File: src/rtl/key_conditioner.sv
// key_conditioner
//   Conditions raw board push-buttons for the game CPU. Each key is
//   synchronised, debounced, turned into one-cycle press/release pulses and
//   optionally given auto-repeat pulses while it is held.
//
// Ports
//   clk          system clock (single domain)
//   rst_n        asynchronous active-low reset
//   keys_in      raw asynchronous button pins                [NKEYS]
//   keys_db      debounced level, 1 = pressed                 [NKEYS]
//   key_press    one-cycle pulse on debounced 0->1            [NKEYS]
//   key_release  one-cycle pulse on debounced 1->0            [NKEYS]
//   key_rep      one-cycle auto-repeat pulse while held       [NKEYS]
//
// Parameters
//   DB_CYCLES    consecutive stable cycles needed to accept a new level (>=1)
//   REP_DELAY    cycles from key_press to first key_rep; 0 disables repeat
//   REP_PERIOD   cycles between later key_rep pulses (>=1)
//   INVERT       1 = pins are active-low
module key_conditioner #(
  parameter int NKEYS      = 4,
  parameter int DB_CYCLES  = 50000,
  parameter int REP_DELAY  = 25000000,
  parameter int REP_PERIOD = 5000000,
  parameter int INVERT     = 0
) (
  input  logic             clk,
  input  logic             rst_n,
  input  logic [NKEYS-1:0] keys_in,
  output logic [NKEYS-1:0] keys_db,
  output logic [NKEYS-1:0] key_press,
  output logic [NKEYS-1:0] key_release,
  output logic [NKEYS-1:0] key_rep
);

  localparam int DBW     = $clog2(DB_CYCLES + 1);
  localparam int REP_MAX = (REP_DELAY > REP_PERIOD) ? REP_DELAY : REP_PERIOD;
  localparam int RW      = $clog2(REP_MAX + 1);

  localparam logic [DBW-1:0] DB_LAST  = DBW'(DB_CYCLES - 1);
  localparam logic [RW-1:0]  DLY_LAST = (REP_DELAY > 0) ? RW'(REP_DELAY - 1) : '0;
  localparam logic [RW-1:0]  PER_LAST = RW'(REP_PERIOD - 1);
  localparam bit             REP_EN   = (REP_DELAY > 0);

  typedef enum logic {
    IDLE,
    HELD
  } rep_state_t;

  // ------------------------------------------------------------------
  // Synchroniser
  // ------------------------------------------------------------------
  logic [NKEYS-1:0] s;
  logic [NKEYS-1:0] sync1;
  logic [NKEYS-1:0] sync2;

  assign s = (INVERT != 0) ? ~keys_in : keys_in;

  always_ff @(posedge clk or negedge rst_n) begin
    if (!rst_n) begin
      sync1 <= '0;
      sync2 <= '0;
    end else begin
      sync1 <= s;
      sync2 <= sync1;
    end
  end

  // ------------------------------------------------------------------
  // Debounce and edge pulses
  // ------------------------------------------------------------------
  logic [DBW-1:0]   db_cnt     [NKEYS];
  logic [DBW-1:0]   db_cnt_nxt [NKEYS];
  logic [NKEYS-1:0] db_nxt;
  logic [NKEYS-1:0] press_nxt;
  logic [NKEYS-1:0] rel_nxt;

  // A mismatch must persist for DB_CYCLES consecutive cycles; any return to
  // the accepted level clears the count, so short glitches never propagate.
  always_comb begin
    db_nxt    = keys_db;
    press_nxt = '0;
    rel_nxt   = '0;
    for (int unsigned i = 0; i < NKEYS; i++) begin
      db_cnt_nxt[i] = '0;
      if (sync2[i] != keys_db[i]) begin
        if (db_cnt[i] == DB_LAST) begin
          db_nxt[i]    = sync2[i];
          press_nxt[i] = sync2[i];
          rel_nxt[i]   = ~sync2[i];
        end else begin
          db_cnt_nxt[i] = db_cnt[i] + DBW'(1);
        end
      end
    end
  end

  always_ff @(posedge clk or negedge rst_n) begin
    if (!rst_n) begin
      keys_db     <= '0;
      key_press   <= '0;
      key_release <= '0;
      for (int unsigned i = 0; i < NKEYS; i++) begin
        db_cnt[i] <= '0;
      end
    end else begin
      keys_db     <= db_nxt;
      key_press   <= press_nxt;
      key_release <= rel_nxt;
      for (int unsigned i = 0; i < NKEYS; i++) begin
        db_cnt[i] <= db_cnt_nxt[i];
      end
    end
  end

  // ------------------------------------------------------------------
  // Auto-repeat
  // ------------------------------------------------------------------
  rep_state_t       st      [NKEYS];
  rep_state_t       st_nxt  [NKEYS];
  logic [RW-1:0]    rc      [NKEYS];
  logic [RW-1:0]    rc_nxt  [NKEYS];
  logic [NKEYS-1:0] phase;
  logic [NKEYS-1:0] phase_nxt;
  logic [NKEYS-1:0] rep_nxt;

  // The FSM reacts to the same-cycle press/release decision rather than the
  // registered pulse, so rc is 0 in the key_press cycle and the first repeat
  // lands exactly REP_DELAY cycles later. phase selects delay vs period.
  always_comb begin
    phase_nxt = phase;
    rep_nxt   = '0;
    for (int unsigned i = 0; i < NKEYS; i++) begin
      st_nxt[i] = st[i];
      rc_nxt[i] = rc[i];
      case (st[i])
        IDLE: begin
          if (REP_EN && press_nxt[i]) begin
            st_nxt[i]    = HELD;
            rc_nxt[i]    = '0;
            phase_nxt[i] = 1'b0;
          end
        end
        HELD: begin
          if (rel_nxt[i]) begin
            st_nxt[i]    = IDLE;
            rc_nxt[i]    = '0;
            phase_nxt[i] = 1'b0;
          end else if ((!phase[i] && rc[i] == DLY_LAST) ||
                       ( phase[i] && rc[i] == PER_LAST)) begin
            rep_nxt[i]   = 1'b1;
            rc_nxt[i]    = '0;
            phase_nxt[i] = 1'b1;
          end else begin
            rc_nxt[i] = rc[i] + RW'(1);
          end
        end
        default: begin
          st_nxt[i]    = IDLE;
          rc_nxt[i]    = '0;
          phase_nxt[i] = 1'b0;
        end
      endcase
    end
  end

  always_ff @(posedge clk or negedge rst_n) begin
    if (!rst_n) begin
      phase   <= '0;
      key_rep <= '0;
      for (int unsigned i = 0; i < NKEYS; i++) begin
        st[i] <= IDLE;
        rc[i] <= '0;
      end
    end else begin
      phase   <= phase_nxt;
      key_rep <= rep_nxt;
      for (int unsigned i = 0; i < NKEYS; i++) begin
        st[i] <= st_nxt[i];
        rc[i] <= rc_nxt[i];
      end
    end
  end

endmodule

File: config.mk
export PLATFORM = sky130hd
export DESIGN_NAME = key_conditioner
export DESIGN_NICKNAME = d
export VERILOG_FILES = /design/src/rtl/key_conditioner.sv
export SDC_FILE = /design/constraint.sdc
export NUM_CORES = 1
export LEC_CHECK = 0
export CAP_MARGIN = 20
export CORE_AREA = 2 2 155 157
export CTS_CLUSTER_DIAMETER = 40
export CTS_CLUSTER_SIZE = 24
export DETAILED_ROUTE_END_ITERATION = 8
export DIE_AREA = 0 0 157 159
export MAX_ROUTING_LAYER = met4
export PLACE_DENSITY = 0.55
export SLEW_MARGIN = 15
export SYNTH_ARGS = -nofsm -noshare
export SYNTH_HDL_FRONTEND = slang
export SYNTH_SLANG_ARGS = --single-unit
export TNS_END_PERCENT = 50
File: constraint.sdc
create_clock -name clk -period 2.9 [get_ports clk]
set_input_delay 0.29 -clock clk [delete_from_list [all_inputs] [get_ports clk]]
set_output_delay 0.29 -clock clk [all_outputs]
set_load 0.005 [all_outputs]
---- After elaboration in Yosys (flattened, before gate mapping) ----
Cells that the tools add are included.
cells by class
  add/subtract/negate cells ............... 8
  $mul .................................... 0
  div/mod/pow operators ................... 0
  $lt $le $gt $ge ......................... 0
  equal/unequal tests ..................... 24
  shift-type cells ........................ 0
  multiplexer cells ....................... 80
  bitwise operators ....................... 8
  reductions and logical operators ........ 24
operator list
  operator                                                                 count
  25-bit two-way mux                                                       12
  25-bit case mux with 2 select lines                                      4
  16-bit two-way mux                                                       8
  25-bit by 1-bit adder with 25-bit output, second input constant          4
  25-bit by 23-bit == test with 1-bit output, second input constant        4
  25-bit == test, second input constant                                    4
  16-bit by 1-bit adder with 16-bit output, second input constant          4
  16-bit == test, second input constant                                    4
  1-bit two-way mux                                                        48
  1-bit case mux with 2 select lines                                       8
  2-bit AND reduction                                                      8
  3-bit by 2-bit inequality test with 1-bit output, second input constant  4
  1-bit logical AND                                                        8
  2-bit inequality test, second input constant                             4
  1-bit inverter                                                           8
  1-bit zero test                                                          4
  1-bit logical OR                                                         4
  1-bit inequality test                                                    4
word-level totals
  register bits after elaboration ......... 196
  bits in latches ......................... 0
  bits in writable memories ............... 0
  memory bits (read-only) ................. 0
  output and inout port bits .............. 16
  logic and storage cells ................. 169
  memories kept ........................... 0

---- Depth between registers and ports, before layout ----
  word-level depth ........................ 6
  gate-level depth with buffers ........... 9
  depth with buffers taken out ............ 7

---- Least setup slack after synthesis ----
Ideal clock, no wire load.
  path type ............................... register to register
  from .................................... register rc[34] in the netlist's numbering
  to ...................................... register rc[25] in the netlist's numbering
  library setup time ...................... 0.125 ns
  data arrival time ....................... 2.229 ns
  data required time ...................... 2.775 ns
  path slack .............................. 0.546 ns
  stages on the path, launching flop included .. 7
  path buffers ............................ 1
  period minus slack after synthesis ...... 2.354 ns
  cell sequence ........................... dfrtp_1 or4b_1 or4_4 a2111oi_4 nor2_2 buf_6 mux2_2
on the way
  longest elaborated chain between the ends .. 6
  elaborated cells between the ends (all ways) .. 8
ends and longest elaborated chain
  item                                                                          line      RTL
  start, declared                                                               121       logic [RW-1:0] rc [NKEYS];
  start signal, assigned by index                                               180       rc[i] <= rc_nxt[i];
  25-bit == test or 25-bit by 23-bit == test with 1-bit output (tied branches)  149, 150
  1-bit logical AND (on tied branches)                                          149, 150
  1-bit logical OR (*)                                                          149       end else if ((!phase[i] && rc[i] == DLY_LAST) ||
  25-bit two-way mux (*)                                                        149
  25-bit two-way mux (*)                                                        145       if (rel_nxt[i]) begin
  25-bit case mux with 2 select lines (*)                                       136       case (st[i])
Mark *: on every way between the ends. The rest lies on a longest branch, timed or not.
A chain may end at the register's enable or synchronous reset.

---- Worst setup path in the final report ----
  from .................................... register rc[33] in the netlist's numbering
  to ...................................... register rc[27] in the netlist's numbering
The elaborated chain is that of the path after synthesis.

==> results.yml <==
detailed_routing:
  dr_wl_met3_um: 433
  drc_errors: 0
  wl_met1_um: 10140
  ant_nets: 0
  routed_wl_um: 19530
  dr.max_layer_used: "met4"
  vias: 7210
  drtIter0Drc: 392
  met2_length_um: 8753
  first_pass_iters: 5
  wl_per_cell_um: 14.18
  viasPerCell: 5.236
synthesis:
  yosys.area.top_type: "dfrtp_1"
  synthTopCellsByArea: "dfrtp_1, nor2_1, xor2_1"
  synth_ff_type: "dfrtp_1"
  synthArstFlopShare: 1.000
  synth_cells: 1008
  synth.distinct_cells: 62
  synth_top_area_frac: 0.5057
  yosys_warnings: 0
  avgSynthCellArea_um2: 9.622
  ys_seq_area_frac: 0.5057
  ys_ff_latch: 196
  syn_nets: 1022
  synth_area_um2: 9699
  netlist_top_cells_count: "dfrtp_1, nor2_1, nand2_1, nand3_1, xor2_1"
  synth.most_common_cell: "dfrtp_1"
  synth_edf_count: 0
clock_network:
  tritoncts: "built"
  cts.sink_count: 196
  h-tree-depth: 4
  clk_pin_slew_ps: 80
  cts_made_buffers: 17
  root_buffer: "clkbuf_16"
  cts_buffer_depth: 2
  clock_latency_ps: 430
  cts_resized: 0
pwr:
  power.net_switching_mw: 1.172
  p_leak_nw: 4.729
  comb_power_share: 0.021
  p_int_mw: 4.199
  powerDensity_nw_per_um2: 487.3
  peakVddDrop_uv: 404.6
  p_clk_frac: 0.464
  pwr-share-seq: 0.516
  switching_share: 0.2182
layout:
  design_area_um2: 11020
  areaGrowthSynthToFinish_pct: 13.63
  drive_gt1_frac: 0.07089
  diodes: 0
  nets: 1059
critical_path:
  critPathSlowestCell: "or4b_1"
  worstSetupEndpointType: "flip-flop"
  rr_startpoint: "rc[33]$_DFFE_PN0P_"
  max_stage_delay_ps: 500
  crit_fanout: 17
  criticalPathCategory: "reg -> reg"
  critPathLaunchType: "flip-flop"
  worstPathCellList: "or4b_1 -> or4_4 -> a2111oi_4 -> o21ai_1 -> nand2_2 -> nor2_1"
  startpoint: "rc[33]$_DFFE_PN0P_"
  crit_arrival_ps: 2820
  cp.required_ps: 3200
placed_design:
  hpwlAfterDp_um: 12980
  gp_congestion: 0.8099
  post_dp_cell_area_um2: 10390
  numPortBuffers: 21
timing:
  fin_tns_setup_ps: 0
  slew_viol_final: 0
  slew_headroom: 0.4526
  fmax_mhz: 397.3
  finalCriticalPeriod_ps: 2517
  finalCritPeriodShare: 0.8680
  hold_violations: 0
  finalSetupViolations: 0
  worstMarginPinSlew_ps: 814.8
  fin_skew_ps: 12.96
  rsz0062_at_grt: "false"
grt:
  grt_max_degree: 64
  antenna_found_initial: 0
  grt_pass1_wl_um: 34480
  first_global_vias: 7064
  grt.total_usage: 0.1717
  grt_remaining_overflow: 0
floorplanning:
  num_rows: 56
  pin_count: 22
  dieWidth_um: 157
  die-area_um2: 24960
  fp.coreArea_um2: 23190
  fp.dieH_um: 159
  initial_core_util: 0.4182
hold_path:
  hp-class: "in -> reg"
  hp-start: "keys_in[0]"
flow_run:
  cap_violations: 0
outcome:
  status: "complete, no violations"
repair_timing:
item / CTS / global route
setup buffers: 0 / 0
endpoints found under the hold margin: 52 / 0
hold buffers: 1 / 0
logic make-up after synthesis:
family | share of synthesized area
adders and majority gates | 0.01032
xor gates and xnor gates | 0.1038
muxes | 0.004515
AOI/OAI and AO/OA | 0.07224
DFF | 0.5057
and+or+nand+nor | 0.2855
buffers and inverters | 0.01793
per-stage QoR:
stage,util,total power [mW],hold WS (ps),cells,worst slack (ps)
floorplan,-,2.854,-5.591,1008,546.0
global placement,0.4480,2.939,295.2,1344,433.4
detailed placement,0.4480,2.940,297.6,1344,342.1
CTS,0.4752,5.452,279.9,1377,339.9
global route,0.4752,5.583,279.4,1377,197.9
finish,0.4752,5.371,294.0,1377,382.9
power by group through the flow:
stage / registers (mW) / logic, mW / clock network, mW
3_3_place_gp: 2.82 / 0.116 / 0
2_1_floorplan: 2.82 / 0.0354 / 0
3_5_place_dp: 2.82 / 0.117 / 0
5_1_grt: 2.77 / 0.133 / 2.68
4_1_cts: 2.77 / 0.119 / 2.56
6_report: 2.77 / 0.111 / 2.49
sequential cells by signal, indices dropped and copies added (netlist names):
name and count:
rc 100, sync1 4, st 4, sync2 4, key_release 4, key_rep 4, key_press 4, phase 4
db_cnt 64, keys_db 4
final cells by class:
cell class	count	area, um2
flip-flops and latches	196	4905
repair buffers	43	419.2
well taps	319	399.1
fillers	2242	12170
multi-input cells	772	4621
clock buffers	19	452.9
inverters	15	56.30
clock inverters	13	168.9
worst paths after layout:
| check | to | slack (ps) | cells after the start |
|---|---|---|---|
| max | rc[27]$_DFFE_PN0P_ | 380 | 6 |
| min | sync1[0]$_DFF_PN0_ | 290 | 1 |
| max reg2reg | rc[27]$_DFFE_PN0P_ | 380 | 6 |
| min reg2reg | sync2[0]$_DFF_PN0_ | 350 | 0 |
| max in group asynchronous | db_cnt[26]$_DFF_PN0_ | 1790 | 3 |
| min in group asynchronous | db_cnt[50]$_DFF_PN0_ | 370 | 2 |
critical path, delay by kind of cell (launching register included):
family | cells | cell delay, ps
flip-flops | 1 | 430
AND/OR/NAND/NOR | 4 | 1330
AO/OA/AOI/OAI | 2 | 630
layout by cell type (no fill, tap or decap), types with 15 or more instances in the layout:
cell type	n
a21oi_1	20
a31oi_1	16
and3_1	36
buf_4	18
clkbuf_16	17
clkdlybuf4s50_1	20
dfrtp_1	196
inv_1	15
nand2_1	81
nand3_1	77
nand4_1	45
nor2_1	179
nor3_1	24
o21ai_0	34
xnor2_1	44
xor2_1	71
routing by layer:
metal | track usage | vias up
met1 | 0.2453 | 3497
li1 | - | 3633
met2 | 0.2546 | 68
met5 | - | -
met3 | 0.03103 | 12
met4 | 0.04087 | 0
No activity file was read; power rests on OpenSTA's default activity.
